File: src/rtl/tag_sysid_uptime.sv
// tag_sysid_uptime
//   System-ID and uptime peripheral on an Avalon-MM slave port. Presents the
//   read-only ID, build timestamp and capability words, a byte-writable
//   scratch register, and a prescaled 64-bit uptime counter. Reading
//   UPTIME_LO latches the upper half of the same count value, so a following
//   UPTIME_HI read never shows a carry that happened between the two reads.
//   Reads have a fixed latency of one cycle. There is no waitrequest.
//
// Ports
//   clock          sole clock, rising edge
//   reset          synchronous, active-high
//   address[2:0]   word address
//   read / write   one-cycle access strobes
//   writedata[31:0], byteenable[3:0]   write data and write byte lanes
//   readdata[31:0] registered read data, zero unless readdatavalid is high
//   readdatavalid  high in the cycle after an accepted read
//   tick           one-cycle pulse, registered with each uptime increment
//
// Register map (word addresses)
//   0 ID          RO  SYS_ID
//   1 TIMESTAMP   RO  TIMESTAMP
//   2 CAPS        RO  {VERSION, 8'h00, TICK_DIV}
//   3 SCRATCH     RW  byte-enabled
//   4 UPTIME_LO   RO  count[31:0]; the read latches count[63:32]
//   5 UPTIME_HI   RO  latched upper half
//   6 CTRL        bit0 RUN (RW), bit1 CLR (write-1 pulse, reads 0)
//   7 reserved    reads 0

module tag_sysid_uptime #(
    parameter logic [31:0] SYS_ID        = 32'hC0DE_0001,
    parameter logic [31:0] TIMESTAMP     = 32'd0,
    parameter logic [7:0]  VERSION       = 8'd2,
    parameter logic [15:0] TICK_DIV      = 16'd50,
    parameter logic [31:0] SCRATCH_RESET = 32'h0000_0000
) (
    input  logic        clock,
    input  logic        reset,
    input  logic [2:0]  address,
    input  logic        read,
    input  logic        write,
    input  logic [31:0] writedata,
    input  logic [3:0]  byteenable,
    output logic [31:0] readdata,
    output logic        readdatavalid,
    output logic        tick
);

    localparam logic [15:0] TICK_LAST = TICK_DIV - 16'd1;

    logic [63:0] count;
    logic [15:0] prescaler;
    logic [31:0] shadow_hi;
    logic [31:0] scratch;
    logic        run;

    logic        ctrl_wr;
    logic        clr_req;
    logic        tick_due;
    logic [31:0] rd_mux;

    // RUN and CLR both live in byte lane 0 of CTRL.
    assign ctrl_wr  = write && (address == 3'd6) && byteenable[0];
    assign clr_req  = ctrl_wr && writedata[1];
    assign tick_due = run && (prescaler == TICK_LAST);

    // The mux sees the state at the start of the cycle, so a write to the
    // same address in the same cycle is not visible to the read.
    always_comb begin
        rd_mux = '0;
        case (address)
            3'd0:    rd_mux = SYS_ID;
            3'd1:    rd_mux = TIMESTAMP;
            3'd2:    rd_mux = {VERSION, 8'h00, TICK_DIV};
            3'd3:    rd_mux = scratch;
            3'd4:    rd_mux = count[31:0];
            3'd5:    rd_mux = shadow_hi;
            3'd6:    rd_mux = {31'd0, run};
            default: rd_mux = '0;
        endcase
    end

    always_ff @(posedge clock) begin
        if (reset) begin
            readdata      <= '0;
            readdatavalid <= 1'b0;
            shadow_hi     <= '0;
        end else begin
            readdatavalid <= read;
            readdata      <= read ? rd_mux : 32'd0;
            if (read && (address == 3'd4)) begin
                shadow_hi <= count[63:32];
            end
        end
    end

    // CLR wins over an increment due in the same cycle and suppresses its
    // tick. RUN gates the counter with its current value; a new RUN written
    // this cycle takes effect from the next cycle.
    always_ff @(posedge clock) begin
        if (reset) begin
            count     <= '0;
            prescaler <= '0;
            tick      <= 1'b0;
            run       <= 1'b1;
        end else begin
            if (clr_req) begin
                count     <= '0;
                prescaler <= '0;
                tick      <= 1'b0;
            end else if (tick_due) begin
                count     <= count + 64'd1;
                prescaler <= '0;
                tick      <= 1'b1;
            end else begin
                tick <= 1'b0;
                if (run) begin
                    prescaler <= prescaler + 16'd1;
                end
            end
            if (ctrl_wr) begin
                run <= writedata[0];
            end
        end
    end

    always_ff @(posedge clock) begin
        if (reset) begin
            scratch <= SCRATCH_RESET;
        end else if (write && (address == 3'd3)) begin
            for (int b = 0; b < 4; b++) begin
                if (byteenable[b]) begin
                    scratch[8*b +: 8] <= writedata[8*b +: 8];
                end
            end
        end
    end

endmodule

File: config.mk
export PLATFORM = sky130hd
export DESIGN_NAME = tag_sysid_uptime
export DESIGN_NICKNAME = d
export VERILOG_FILES = /design/src/rtl/tag_sysid_uptime.sv
export SDC_FILE = /design/constraint.sdc
export NUM_CORES = 1
export LEC_CHECK = 0
export CORE_MARGIN = 8
export CORE_UTILIZATION = 61
export CTS_CLUSTER_SIZE = 10
export DETAILED_ROUTE_END_ITERATION = 12
export PLACE_DENSITY = 0.86
export SYNTH_ARGS = -nofsm -noshare
export SYNTH_HDL_FRONTEND = slang
export SYNTH_SLANG_ARGS = --single-unit
export TNS_END_PERCENT = 50
File: constraint.sdc
create_clock -name clock -period 7.6 [get_ports clock]
set_clock_uncertainty 0.05 [all_clocks]
set_input_delay 1.52 -clock clock [delete_from_list [all_inputs] [get_ports clock]]
set_output_delay 1.52 -clock clock [all_outputs]
set_load 0.01 [all_outputs]
==> metrics.log, run 1 <==
[metrics] Crit Path Class: input pin to flip-flop
[metrics] antenna violations before repair: 0
[metrics] post-route clock period utilization: 52.2%
[metrics] post-CTS repair timing setup buffer count: 0
[metrics] share of the synthesized area in the top cell type: 46.4%
[metrics] number of library cell types mapped by synthesis: 46
[metrics] Placed Instances: about 1.1k
[metrics] later-pin clock latency in the skew report: 430 ps
[metrics] commonest cells in the synthesized netlist: dfxtp_1 (179), nor2_1 (114), nand2_1 (105), a21oi_1 (87), clkbuf_1 (48)
[metrics] total via count after detailed routing: 6933
[metrics] unrepaired setup endpoints after global routing: false
[metrics] cell with the biggest individual delay on the critical path: clkdlybuf4s50_1
[metrics] Leakage Power: roughly 3.1 nW
[metrics] CTS tree: done
[metrics] vias in the first global route: 6326
[metrics] CTS clk-pin slew, worst paths: 60 ps
[metrics] Largest stage delay, worst path: between 700 and 800 ps
[metrics] Arr. time, crit path: 4200 ps
[metrics] Synth Area per Inst: between 8 and 9 um^2
[metrics] cell row count: 41
[metrics] die height: approximately 130 um
[metrics] peak supply drop: about 0.00016 V
[metrics] total count of hold-check failures in the final report: 0
[metrics] final std cells w/o fill: 1140
[metrics] overall routing resource usage: 24.6%
[metrics] outcome: finished, final reports clean
[metrics] biggest area contributors in the synthesized netlist: dfxtp_1 (46%), a21oi_1 (5.6%), nor2_1 (5.5%), nand2_1 (5.1%), mux2i_1 (4.5%)
[metrics] register area share after synthesis: 46.4%
[metrics] per-cell via count in the routed design: 6.08
[metrics] EDFF count, synth: 0
[metrics] Remaining Overflow, GRT: 0
[metrics] post-cts gate resize count: 0
[metrics] placed wire-length estimate after detailed placement: 13600 um
[metrics] initial core utilization: 61.9%
[metrics] root buf cell: clkbuf_16
[metrics] leading register cell type out of synthesis: dfxtp_1
[metrics] width of the die: 128 um
[metrics] n_diodes: 0
[metrics] number of primary I/O pins: 77
[metrics] DRT Wirelength: 20500 um
[metrics] min cycle time layout: 3970 ps
[metrics] final-stage net count: around 1.0k
[metrics] standard cell core area: 12500 um^2
[metrics] data required time of the worst path: 7840 ps
[metrics] maximum clock frequency: between 200 and 300 MHz
[metrics] total of buffers placed on input and output ports: 76
[metrics] crit path max fanout: 67
[metrics] number of standard cells after synthesis: 908
[metrics] share of synthesized flip-flops with an asynchronous set or reset: 0%
[metrics] Final Max Slew Viols: 0
[metrics] hold buffer count at CTS: 0
[metrics] proportion of layout cells with a drive suffix above 1: roughly 7.3%
[metrics] largest area contributor in the synthesized netlist: dfxtp_1
[metrics] first-pass iteration count of the detailed router: 5
[metrics] Yosys warnings: 0
[metrics] TNS Setup: 0 ps
[metrics] transition time of the tightest slew-check pin: a little over 1000 ps
[metrics] synthesized flop and latch total: 179
[metrics] total CTS buffers: 17
[metrics] sink count of the clock tree: ~180
[metrics] DRT antenna net count: 0
[metrics] final setup vio count: 0
[metrics] most frequent cell after synthesis: dfxtp_1
[metrics] type of the tightest min-delay check: flip-flop to flip-flop
[metrics] number of violations of the max-capacitance limit: 0
[metrics] Die Outline Area: 16500 um^2
[metrics] residual DRC count: 0
[metrics] layout-stage area growth over the synthesis result: 18.6%
[metrics] number of H-tree branching levels: 4
[metrics] maximum buffer depth of the clock tree: 2
[metrics] type of element launching the critical path: input pin
[metrics] mean routed wirelength per cell: 18.0 um
[metrics] nature of the critical path endpoint: flip-flop
[metrics] maximum number of pins on one net before global-route repair: 69
[metrics] final worst hold slack: 401 ps
[metrics] Max-slew headroom: around 32%
[metrics] wire length of the first global-routing pass: approximately 32000 um
[metrics] netlist area before placement: 7720 um^2
[metrics] ordered list of cells on the worst path: clkdlybuf4s50_1 > nor2b_1 > nand4_1 > o21bai_4 > buf_4 > nand2b_1 > nor2_1
[metrics] fin util: 73.4%
[metrics] net count after synthesis: 954
[metrics] drt first-iter violations: between 700 and 800
[metrics] gp weighted congestion: about 0.85
[metrics] power density cells: 209 nW/um^2
cell type report:
class                      count  area (um^2)
inverter                      18         67.6
clock inverter                10          134
clock buffer                  21          450
multi-input combinational    654         3870
timing repair buffer          86          831
sequential                   179         3580
tap                          172          215
fill                         888         3310
cells by family after synthesis:
kind of cell    count (synthesis)  share of synthesized area, %
flops                         179                          46.4
mux                            56                          7.60
xor+xnor                       33                          3.75
fa+ha+maj                       3                         0.486
simple gates                  382                          24.3
compound gates                180                          13.7
buf+inv                        75                          3.73
critical path, delay by kind of cell:
kind | cells | cell delay [ps]
AND/OR/NAND/NOR | 4 | 1130
buffers and inverters | 2 | 1340
AO/OA/AOI/OAI | 1 | 200
placed cells by master, fill, tap and decap left out, types with 10 or more instances in the layout:
cell type        synthesis  final
a22oi_1                 27     27
mux2_2                  21     21
xnor2_1                 18     18
nor4_1                  12     12
nor3_1                  12     12
inv_1                   18     18
or3_1                   29     29
nor2_1                 114    114
o21ai_0                 38     38
nand2_1                105    105
clkbuf_16                0     17
buf_4                    0     10
a21oi_1                 87     87
dfxtp_1                179    179
nand4_1                 28     28
xor2_1                  15     15
clkdlybuf4s50_1          0     75
nand3_1                 31     31
mux2i_1                 35     35
routing by layer:
| metal | part of all wire [%] | GRT usage [%] |
|---|---|---|
| met2 | 47 | 40.5 |
| met1 | 43 | 31.1 |
| met4 | 1.7 | 9.02 |
| met5 | 0 | 0 |
| met3 | 7.8 | 5.13 |
per-stage QoR:
step	worst slack (ps)	cell area [um^2]	total power [mW]
finish	3630	9150	1.91
global route	3430	9150	1.96
CTS	3640	9150	1.92
detailed placement	3240	8570	1.05
global placement	3290	8570	1.05
floorplan	4500	7720	1.01
final timing paths:
path	slack [ps]	cells after the start	from	end
max	3630	7	address[1]	prescaler[4]
min	400	2	shadow_hi[9]	shadow_hi[9]
max reg2reg	4190	6	prescaler[0]	count[55]
min reg2reg	400	2	shadow_hi[9]	shadow_hi[9]
state kept, by name, summed over array words and instances, names as in the netlist:
signal and cells:
count 64, readdata 32, scratch 32, shadow_hi 32
prescaler 16, readdatavalid 1, run 1, tick 1
report_power, final:
group / leakage (nW) / switching (mW) / internal, mW
Sequential: 1.44 / 0.00414 / 0.943
Clock: 0.283 / 0.357 / 0.522
Combinational: 1.42 / 0.0487 / 0.0367
Note: power is estimated with default switching activity, not from simulation.
==> run 2, diff against run 1 <==
- CORE_UTILIZATION: 61 -> 57
- PLACE_DENSITY: 0.86 -> 0.81
- clock period: 7.6 -> 4 ns (I/O delays scaled with it)
==> run 2 against run 1 <==
  * Cell count is 1.1% higher
  * Clock-buffer cell count is 6 higher
  * Final area is 0.45% higher
  * Sequential cell count stayed put
  * Clock power is 77% higher
  * Largest power group unchanged
  * Highest routed layer unchanged
==> metrics.log, run 2 (same netlist as run 1, synthesis figures left out) <==
[metrics] unrepaired setup endpoints after global routing: false
[metrics] total via count after detailed routing: just under 7k
[metrics] Arr. time, crit path: around 3500 ps
[metrics] die height: approximately 130 um
[metrics] maximum clock frequency: 317 MHz
[metrics] Crit Path Class: flip-flop to flip-flop
[metrics] CTS clk-pin slew, worst paths: approximately 60 ps
[metrics] final setup vio count: 0
[metrics] commonest non-fill, non-tap cells in the layout: dfxtp_1 (179), nor2_1 (114), nand2_1 (105)
[metrics] placed wire-length estimate after detailed placement: 14000 um
[metrics] antenna violations before repair: 0
[metrics] Die Outline Area: 17500 um^2
[metrics] total count of hold-check failures in the final report: 0
[metrics] Largest stage delay, worst path: 710 ps
[metrics] total of buffers placed on input and output ports: 76
[metrics] combinational share of power: 4.8%
[metrics] number of H-tree branching levels: 4
[metrics] crit path max fanout: 17
[metrics] first-pass iteration count of the detailed router: 5
[metrics] TNS Setup: 0 ps
[metrics] PnR Total Power: around 3.5 mW
[metrics] leading cell type in the layout, fill and taps excluded: dfxtp_1
[metrics] post-CTS repair timing setup buffer count: 0
[metrics] proportion of layout cells with a drive suffix above 1: 7.98%
[metrics] overall routing resource usage: 23.2%
[metrics] cell with the biggest individual delay on the critical path: or4_1
[metrics] maximum number of pins on one net before global-route repair: 68
[metrics] number of violations of the max-capacitance limit: 0
[metrics] family with the most delay on the worst path: simple AND/OR/NAND/NOR gates
[metrics] residual DRC count: 0
[metrics] cell row count: 42
[metrics] initial core utilization: 58.3%
[metrics] root buf cell: clkbuf_16
[metrics] number of primary I/O pins: 77
[metrics] hold buffer count at CTS: 0
[metrics] max reg flops: 64
[metrics] Final Max Slew Viols: 0
[metrics] standard cell core area: 13200 um^2
[metrics] Psw: 0.750 mW
[metrics] n_diodes: 0
[metrics] type of element launching the critical path: flip-flop
[metrics] Max-slew headroom: ~15%
[metrics] CTS tree: done
[metrics] part of the total power dissipated in the clock network: 44.3%
[metrics] largest register by flop count: count
[metrics] width of the die: 132 um
[metrics] post-cts gate resize count: 0
[metrics] ordered list of cells on the worst path: or4b_1 > nor4_1 > nand4_1 > or4_1 > a21oi_1
[metrics] total CTS buffers: 17
[metrics] Remaining Overflow, GRT: 0
[metrics] layout-stage area growth over the synthesis result: 19.1%
[metrics] final-stage net count: around 1.0k
[metrics] wire length of the first global-routing pass: about 34000 um
[metrics] FF+latch area: 3580 um^2
[metrics] Leakage Power: 3.18 nW
[metrics] post-route clock period utilization: around four fifths
[metrics] Reg power frac: slightly above 50%
[metrics] Sw Share: 21.2%
[metrics] Multi-input gate area: 3870 um^2
[metrics] number of fill cells in the layout: around 1k
[metrics] vias in the first global route: 6391
[metrics] later-pin clock latency in the skew report: approximately 420 ps
[metrics] DRT antenna net count: 0
[metrics] maximum buffer depth of the clock tree: 2
[metrics] mean routed wirelength per cell: 17.9 um
[metrics] data required time of the worst path: 4300 ps
[metrics] gp weighted congestion: ~0.86
[metrics] drt first-iter violations: 559
[metrics] min cycle time layout: roughly 3200 ps
[metrics] Int Power: 2.79 mW
[metrics] peak supply drop: 0.000320 V
[metrics] power density cells: 384 nW/um^2
[metrics] outcome: finished, final reports clean
[metrics] type of the tightest min-delay check: flip-flop to flip-flop
[metrics] DRT Wirelength: 20600 um
[metrics] nature of the critical path endpoint: flip-flop
[metrics] sink count of the clock tree: 179
[metrics] transition time of the tightest slew-check pin: between 1000 and 1500 ps
[metrics] per-cell via count in the routed design: 6.04
[metrics] crit path buf inv count: 0
run 2: cell types whose count changed in the layout (fill, tap and decap cells not counted):
cell,delta
clkbuf_8,+3
bufinv_16,-2
clkbuf_1,+3
buf_4,+9
clkinvlp_4,-1
clkinv_2,-2
clkinv_4,-1
nor2b_2,+1
nor2b_1,-1
run 2: per-layer routing:
layer,GRT usage (%),up-vias,wire (um)
li1,-,3343,-
met2,35.8,291,9280
met5,0,-,0
met3,5.37,34,1690
met4,8.58,0,378
met1,30.9,3295,9250
run 2: tightest hold or removal path, delay by kind of cell, from the launching register on:
kind | cells | cell delay (ps)
AND/OR/NAND/NOR | 1 | 50
flip-flops | 1 | 310
AO/OA/AOI/OAI | 1 | 50
run 2: cell type report:
cell class,count,share of cell area (%)
multi-input combinational,654,42.1
sequential,179,39.0
clock inverter,4,0.517
clock buffer,27,5.47
inverter,18,0.735
timing repair buffer,95,9.77
tap,176,2.40
run 2: path summary, 6_finish.rpt:
| check | slack, ps | start | depth (start not counted) | end |
|---|---|---|---|---|
| worst max register to register | 840 | run | 5 | count[60] |
| worst max-delay path | 840 | run | 5 | count[60] |
| worst min register to register | 400 | shadow_hi[15] | 2 | shadow_hi[15] |
| worst min-delay path | 400 | shadow_hi[15] | 2 | shadow_hi[15] |
run 2: power by group through the flow:
stage,Combinational [mW],Sequential [mW],Clock (mW)
2_1_floorplan,0.0824,1.84,0
3_5_place_dp,0.166,1.84,0
4_1_cts,0.168,1.80,1.57
6_report,0.170,1.80,1.56
3_3_place_gp,0.164,1.84,0
5_1_grt,0.180,1.80,1.66
run 2: through the flow:
stage / util [%] / area [um^2] / worst slack (ps) / hold slack [ps] / std cells
final: 69.4 / 9190 / 844 / 403 / 1153
after global routing: 69.4 / 9190 / 683 / 422 / 1153
after CTS: 69.4 / 9190 / 906 / 402 / 1153
after detailed placement: 65.3 / 8640 / 745 / 393 / 1122
after global placement: 65.3 / 8640 / 792 / 389 / 1122
after floorplan: - / 7720 / 1410 / 383 / 908
==> run 3, diff against run 2 <==
- clock period: 4 -> 3.3 ns (I/O delays scaled with it)
==> run 3 against run 2 <==
  * Worst hold slack improved by 2.7 ps
  * Register-to-register slack got worse by 450 ps
  * Sequential share of layout area fell by 0.54 points
  * Critical endpoint is now count[28]
  * Routed wire length fell by 1.3%
  * Fmax rose by 8.7%
  * Clock power rose by 34%
  * Non-clock buffer count rose by 7
  * Combinational power rose by 23%
  * Global-route usage fell by 0.18 points
  * Sequential cell count did not move
  * Sequential power rose by 21%
  * Largest power group unchanged
  * Via count barely moved
==> metrics.log, run 3 (same netlist as run 1, synthesis figures left out) <==
[metrics] type of the tightest min-delay check: flip-flop to flip-flop
[metrics] family with the most delay on the worst path: simple AND/OR/NAND/NOR gates
[metrics] final instance area: 9320 um^2
[metrics] number of cells traversed by the worst register-to-register path: 7
[metrics] placed wire-length estimate after detailed placement: 14000 um
[metrics] maximum buffer depth of the clock tree: 2
[metrics] mean routed wirelength per cell: between 15 and 20 um
[metrics] TNS Setup: 0 ps
[metrics] residual DRC count: 0
[metrics] CTS clk-pin slew, worst paths: 60 ps
[metrics] data required time of the worst path: 3610 ps
[metrics] number of H-tree branching levels: 4
[metrics] largest register by flop count: count
[metrics] final-stage net count: roughly 1k
[metrics] total CTS buffers: 17
[metrics] number of primary I/O pins: 77
[metrics] unrepaired setup endpoints after global routing: false
[metrics] Arr. time, crit path: 3220 ps
[metrics] fin util: a little over two thirds
[metrics] width of the die: 132 um
[metrics] slack of the worst reg-to-reg path: 400 ps
[metrics] Crit Reg-Reg Endpoint: count[28]
[metrics] CP dominant cell by count: or4_1
[metrics] standard cell core area: 13200 um^2
[metrics] root buf cell: clkbuf_16
[metrics] DRT antenna net count: 0
[metrics] max reg flops: 64
[metrics] sink count of the clock tree: 179
[metrics] nature of the critical path endpoint: flip-flop
[metrics] maximum clock frequency: 344 MHz
[metrics] CTS tree: done
[metrics] vias in the first global route: between 6k and 7k
[metrics] wire length of the first global-routing pass: 33000 um
[metrics] ordered list of cells on the worst path: ha_1 > nor4b_1 > nand4_1 > buf_4 > or4_1 > or4_1 > a21oi_1
[metrics] min cycle time layout: 2900 ps
[metrics] Die Outline Area: 17500 um^2
[metrics] Crit Path Class: flip-flop to flip-flop
[metrics] outcome: finished, final reports clean
[metrics] leading cell type in the layout, fill and taps excluded: dfxtp_1
[metrics] crit path max fanout: 13
[metrics] die height: 132 um
[metrics] Max-slew headroom: 51.7%
[metrics] initial core utilization: between 50% and 60%
[metrics] power density cells: 481 nW/um^2
[metrics] gp weighted congestion: 0.853
[metrics] per-cell via count in the routed design: 5.99
[metrics] hold buffer count at CTS: 0
[metrics] Largest stage delay, worst path: 710 ps
[metrics] first-pass iteration count of the detailed router: 5
[metrics] Reg2Reg Launch Point: prescaler[0]
[metrics] total of buffers placed on input and output ports: between 70 and 80
[metrics] antenna violations before repair: 0
[metrics] final worst hold slack: 405 ps
[metrics] number of violations of the max-capacitance limit: 0
[metrics] post-placement cell area: 8720 um^2
[metrics] post-cts gate resize count: 0
[metrics] Remaining Overflow, GRT: 0
[metrics] final setup vio count: 0
[metrics] cell row count: 42
[metrics] DRT Wirelength: 20300 um
[metrics] drt first-iter violations: ~640
[metrics] type of element launching the critical path: flip-flop
[metrics] layout-stage area growth over the synthesis result: 20.8%
[metrics] post-CTS repair timing setup buffer count: 0
[metrics] Worst Hold Path Cells: 2
[metrics] WHS Endpoint: shadow_hi[20]
[metrics] later-pin clock latency in the skew report: 430 ps
[metrics] commonest non-fill, non-tap cells in the layout: dfxtp_1 (179), nor2_1 (114), nand2_1 (105)
[metrics] peak supply drop: 0.000369 V
[metrics] number of fill cells in the layout: a little over 1k
[metrics] transition time of the tightest slew-check pin: 724 ps
[metrics] proportion of layout cells with a drive suffix above 1: around 8.7%
[metrics] post-route clock period utilization: 88.0%
[metrics] total count of hold-check failures in the final report: 0
[metrics] crit path buf inv count: 1
[metrics] overall routing resource usage: 23.0%
[metrics] Leakage Power: 3.24 nW
[metrics] Worst Min Path Start: shadow_hi[20]
[metrics] cell with the biggest individual delay on the critical path: or4_1
[metrics] n_diodes: 0
[metrics] Final Max Slew Viols: 0
[metrics] total via count after detailed routing: 6958
[metrics] maximum number of pins on one net before global-route repair: 67
[run 3: cell count changes in the layout (fill, tap and decap cells not counted)]
cell	change
clkbuf_8	-4
bufinv_16	+3
buf_12	+2
buf_4	+5
clkinv_4	+2
[run 3: through the flow]
step	cells	setup WS, ps	power [mW]
2_1_floorplan	908	705	2.33
3_3_place_gp	1129	411	2.43
3_5_place_dp	1129	355	2.43
4_1_cts	1161	426	4.50
5_1_grt	1161	195	4.61
6_report	1161	397	4.48
[run 3: area by class of cell]
type | count | area [um^2] | share of cell area (%)
timing repair buffer | 102 | 976 | 10.5
clock inverter | 9 | 155 | 1.66
inverter | 18 | 67.6 | 0.725
multi-input combinational | 654 | 3870 | 41.5
tap | 176 | 220 | 2.36
sequential | 179 | 3580 | 38.4
clock buffer | 23 | 448 | 4.80
[run 3: report_power, final]
part	switching, mW	leakage [nW]	internal [mW]	total, mW
Combinational	0.115	1.51	0.0937	0.209
Sequential	0.00838	1.44	2.17	2.18
Clock	0.824	0.289	1.27	2.09
[run 3: layer usage]
layer / up-vias / wire [um] / GRT usage [%]
met3: 26 / 1580 / 5.56
met2: 309 / 9130 / 34.7
met4: 0 / 321 / 7.70
met5: - / 0 / 0
li1: 3339 / - / -
met1: 3284 / 9320 / 31.5
[run 3: worst max path at each step]
stage / from / to / cells after the start
after floorplan: prescaler[11] / count[47] / 6
after global placement: address[1] / prescaler[1] / 7
after detailed placement: address[0] / scratch[17] / 6
after CTS: prescaler[0] / count[28] / 7
after global routing: prescaler[0] / count[28] / 7
final: prescaler[0] / count[28] / 7
[run 3: worst min-delay path: stages, from the launching register on]
cell and delay (ps):
dfxtp_1 310, nand2_1 50, a21oi_1 50
==> patch 1 (flow settings as in run 3) <==
Set the parameter `TICK_DIV` to 16'd25 (it was 16'd50).
--- a/src/rtl/tag_sysid_uptime.sv
+++ b/src/rtl/tag_sysid_uptime.sv
@@ -30,7 +30,7 @@
     parameter logic [31:0] SYS_ID        = 32'hC0DE_0001,
     parameter logic [31:0] TIMESTAMP     = 32'd0,
     parameter logic [7:0]  VERSION       = 8'd2,
-    parameter logic [15:0] TICK_DIV      = 16'd50,
+    parameter logic [15:0] TICK_DIV      = 16'd25,
     parameter logic [31:0] SCRATCH_RESET = 32'h0000_0000
 ) (
     input  logic        clock,
Formal check against the unedited RTL: not equivalent (a bounded check fails within 4 cycles, from zero or initial values and one cycle with reset high).
==> patch 1 against run 3 <==
- area after synthesis fell by 0.68%
- setup slack improved by 210 ps
- sequential cell count unchanged
- wire length increased by 1.2%
- final area shrank 1.2%
- global-route usage rose by 0.54 points
- power down 3.0%
==> patch 1: results (changes against run 3) <==
| Metric | Value |
|---|---|
| Status | `complete, no violations` |
| Ranking of synthesized cells by area | `dfxtp_1, a21oi_1, nand2_1, nand3_1, nor2_1` |
| Clock network area share | `0.0625 (-0.00221)` |
| Xor/xnor share of the synthesized area | `0.0411 (+0.00368)` |
| Leakage | `2.92 nW (-10%)` |
| Worst slack, placed | `581 ps (+226 ps)` |
| Distinct cell type count after synthesis | `47 (+2.2%)` |
| Sequential area share after synthesis | `0.468 (+0.00318)` |
| Vias in the first global route | `6,605 (+6.2%)` |
| Worst r2r src | `prescaler[0]` |
| Worst r2r path cells | `8 (+1)` |
| Post-synthesis mux area share | `0.0333 (-0.0427)` |
| Hold slack | `406 ps (+0.188 ps)` |
| Seq cells | `179 (unchanged)` |
| Detailed Place HPWL | `14,200 µm (+1.7%)` |
| Share of layout cells above drive strength 1 | `0.0916 (+0.00432)` |
| Vias | `7,082 (+1.8%)` |
| First-pass GRT wire length | `33,600 µm (+1.7%)` |
| Placed Cells | `1,148 (+1.7%)` |
| Crit-path max FO | `19 (+6)` |
| M2 GR Usage | `0.407 (+0.0599)` |
| Post-Synth Adder-Cell Area | `0.00490 (+0.0000333)` |
| Arrival time worst endpoint | `3010 ps (-210 ps)` |
| Worst-Margin Slew | `851 ps (+127 ps)` |
| Compound-Gate Fraction of Synth Area | `0.157 (+0.0200)` |
| Synth Net Count | `974 (+2.1%)` |
| Largest net degree at the start of global routing | `42 (-37%)` |
| Net Sw Frac | `0.237 (+0.0252)` |
| Clock-net power | `0.00196 W (-6%)` |
| Fraction of area in registers | `0.389 (+0.00465)` |
| Inverters, non-clock | `15 (-3)` |
| Fraction of area in non-clock buffers | `0.104 (-0.000908)` |
| Placer's final routability congestion estimate | `0.881 (+3.3%)` |
| Post-Layout Cell Count | `1,180 (+1.6%)` |
| Hold path endpoint | `shadow_hi[9]` |
| Number of DRC markers in iteration 0 | `642 (+0.94%)` |
| Max stage delay cell, worst path | `or4b_4` |
| Cell count after synthesis | `928 (+2.2%)` |
| GR Layer Usage met1 | `0.285 (-0.0295)` |
| Critical Path Sink | `count[46]` |
| Sequential share of power | `0.501 (+0.014)` |
| Fin nets | `1,037 (+1.9%)` |
| Most frequent cells after synthesis | `dfxtp_1, nand2_1, a21oi_1` |
| Comb_multi_in | `677 (+3.5%)` |
| Detailed Route WL | `20,600 µm (+1.2%)` |
| GRT met3 Usage | `0.0469 (-0.00877)` |
| Count of non-CTS buffers in the layout | `101 (-0.98%)` |
| GRT Total Usage | `0.236 (+0.00537)` |
| # fillers | `1,041 (+2.3%)` |
| Max stage delay on crit path | `670 ps (-40 ps)` |
## patch 1: cell count changes after synthesis, sizes merged, moves of 6 or more
cell    delta
nand2     +47
or3       -10
o31ai     +11
nand4b     -6
mux2i     -32
nand3     +26
nor2      -39
or4       +10
o21ai     -11
a21oi     +30
## patch 1: through the flow
step | area, µm² | utilization | total power, W
floorplan | 7660 | - | 0.00233
global placement | 8640 | 0.655 | 0.00243
detailed placement | 8640 | 0.655 | 0.00243
CTS | 9210 | 0.698 | 0.00437
global route | 9210 | 0.698 | 0.00448
finish | 9210 | 0.698 | 0.00435
## patch 1: worst register-to-register path, delay by kind of cell (launching register included)
family	cells	cell delay, ps
AO/OA/AOI/OAI	1	140
adder cells (fa/ha/maj)	1	140
buffers and inverters	2	310
flip-flops	1	350
AND/OR/NAND/NOR	4	1650
## patch 1: metal layers
layer / share of wire / wire (µm)
met5: 0 / 0
met4: 0.022 / 446
met3: 0.057 / 1180
met2: 0.50 / 10200
met1: 0.42 / 8740
==> patch 2 (config.mk and constraints of run 3) <==
Without the edit above. Make the reset (`reset`) asynchronous in 3 clocked blocks.
--- a/src/rtl/tag_sysid_uptime.sv
+++ b/src/rtl/tag_sysid_uptime.sv
@@ -79,7 +79,7 @@
         endcase
     end
 
-    always_ff @(posedge clock) begin
+    always_ff @(posedge clock or posedge reset) begin
         if (reset) begin
             readdata      <= '0;
             readdatavalid <= 1'b0;
@@ -96,7 +96,7 @@
     // CLR wins over an increment due in the same cycle and suppresses its
     // tick. RUN gates the counter with its current value; a new RUN written
     // this cycle takes effect from the next cycle.
-    always_ff @(posedge clock) begin
+    always_ff @(posedge clock or posedge reset) begin
         if (reset) begin
             count     <= '0;
             prescaler <= '0;
@@ -123,7 +123,7 @@
         end
     end
 
-    always_ff @(posedge clock) begin
+    always_ff @(posedge clock or posedge reset) begin
         if (reset) begin
             scratch <= SCRATCH_RESET;
         end else if (write && (address == 3'd3)) begin
Behaviour: differs if reset is asserted again (counterexample within 4 cycles, from zero or initial values and one cycle with reset high); with reset held inactive, the same outputs for 4 cycles.
==> patch 2 against run 3 <==
- highest routed layer unchanged
- die area rose by 9.7%
- wire length up 8.2%
- sequential cell count is the same
- cell count fell by 4.8%
- final area increased by 9.3%
- critical path type unchanged
- setup slack better by 180 ps
- area after synthesis rose by 11%
Power is not compared: it rests on default switching activity, and its combinational part moved more than twofold at a synthesized area within 25%.
==> patch 2: results (changes against run 3) <==
| Metric | Value |
|---|---|
| Status | `complete, no violations` |
| Post-Layout Cell Count | `1,105 (-4.8%)` |
| Hold slack | `460 ps (+54.3 ps)` |
| Post-Synth Adder-Cell Area | `0.00438 (-0.000484)` |
| Sequential area share after synthesis | `0.523 (+0.0585)` |
| R2R Setup Slk | `580 ps (+180 ps)` |
| Placer's final routability congestion estimate | `0.875 (+2.6%)` |
| Share of layout cells above drive strength 1 | `0.148 (+0.0610)` |
| Worst r2r src | `count[20]` |
| Detailed Place HPWL | `15,300 µm (+9.6%)` |
| Worst-Margin Slew | `747 ps (+22.8 ps)` |
| Compound-Gate Fraction of Synth Area | `0.105 (-0.0316)` |
| Number of DRC markers in iteration 0 | `606 (-4.7%)` |
| Worst r2r path cells | `6 (-1)` |
| R2R Path End | `count[39]` |
| Max stage delay cell, worst path | `nor4_1` |
| Ys async rst share | `1.00 (+1.00)` |
| Synth Net Count | `873 (-8.5%)` |
| Distinct cell type count after synthesis | `47 (+2.2%)` |
| Arrival time worst endpoint | `3030 ps (-190 ps)` |
| Most frequent cells after synthesis | `dfrtp_1, nor2_1, a21oi_1` |
| Detailed Route WL | `22,000 µm (+8.2%)` |
| Ranking of synthesized cells by area | `dfrtp_1, mux2_2, a21oi_1, nor2_1, mux2i_1` |
| Max stage delay on crit path | `650 ps (-60 ps)` |
| Vias in the first global route | `6,679 (+7.4%)` |
| Post-synthesis mux area share | `0.116 (+0.0399)` |
| Mean Syn Cell Area | `10.4 µm² (+22%)` |
| Hold wc startpoint | `scratch[16]` |
| First-pass GRT wire length | `36,000 µm (+9.0%)` |
| Xor/xnor share of the synthesized area | `0.0286 (-0.00883)` |
[patch 2: cell count changes after synthesis, moves of 10 or more]
| cell | change |
|---|---|
| dfrtp_1 | +178 |
| nand2_1 | -50 |
| o21ai_0 | -24 |
| clkbuf_1 | -12 |
| or3_1 | -10 |
| o31ai_1 | +21 |
| mux2i_1 | -10 |
| or4_1 | +22 |
| dfxtp_1 | -179 |
| nor2_1 | -23 |
| a22oi_1 | -27 |
| mux2_2 | +45 |
[patch 2: cell type report]
class	instances	area, µm²
fill	1071	4730
inverter	13	52.6
sequential	179	4480
clock buffer	17	425
timing repair buffer	101	981
clock inverter	15	145
tap	188	235
multi-input combinational	592	3870
[patch 2: worst max-delay path by stage]
stage / startpoint / endpoint / slack (ps) / cells after the start
after floorplan: reset / count[0] / 300 / 1
after global placement: address[1] / prescaler[4] / 550 / 7
after detailed placement: address[1] / prescaler[2] / 490 / 7
after CTS: count[0] / count[52] / 610 / 7
final: count[20] / count[39] / 580 / 6
after global routing: count[21] / count[39] / 390 / 6
[patch 2: worst max-delay path: cells and delay by family, from the launching register on]
family / cells / cell delay [ps]
AOI/OAI and AO/OA: 1 / 190
buffers and inverters: 1 / 170
DFF: 1 / 430
and+or+nand+nor: 4 / 1790
[patch 2: power groups by stage]
stage	combinational, W	clock (W)	sequential (W)
final	0.00110	0.00197	0.00316
after global routing	0.00123	0.00207	0.00322
after CTS	0.00110	0.00198	0.00315
after detailed placement	0.00109	0	0.00319
after global placement	0.00104	0	0.00316
after floorplan	0.000782	0	0.00302
[patch 2: per-layer routing]
metal,track usage,up-vias,share of wire
met4,0.0764,0,0.018
met1,0.314,3435,0.44
met2,0.352,270,0.46
li1,-,3156,-
met5,0,-,0
met3,0.0630,36,0.076
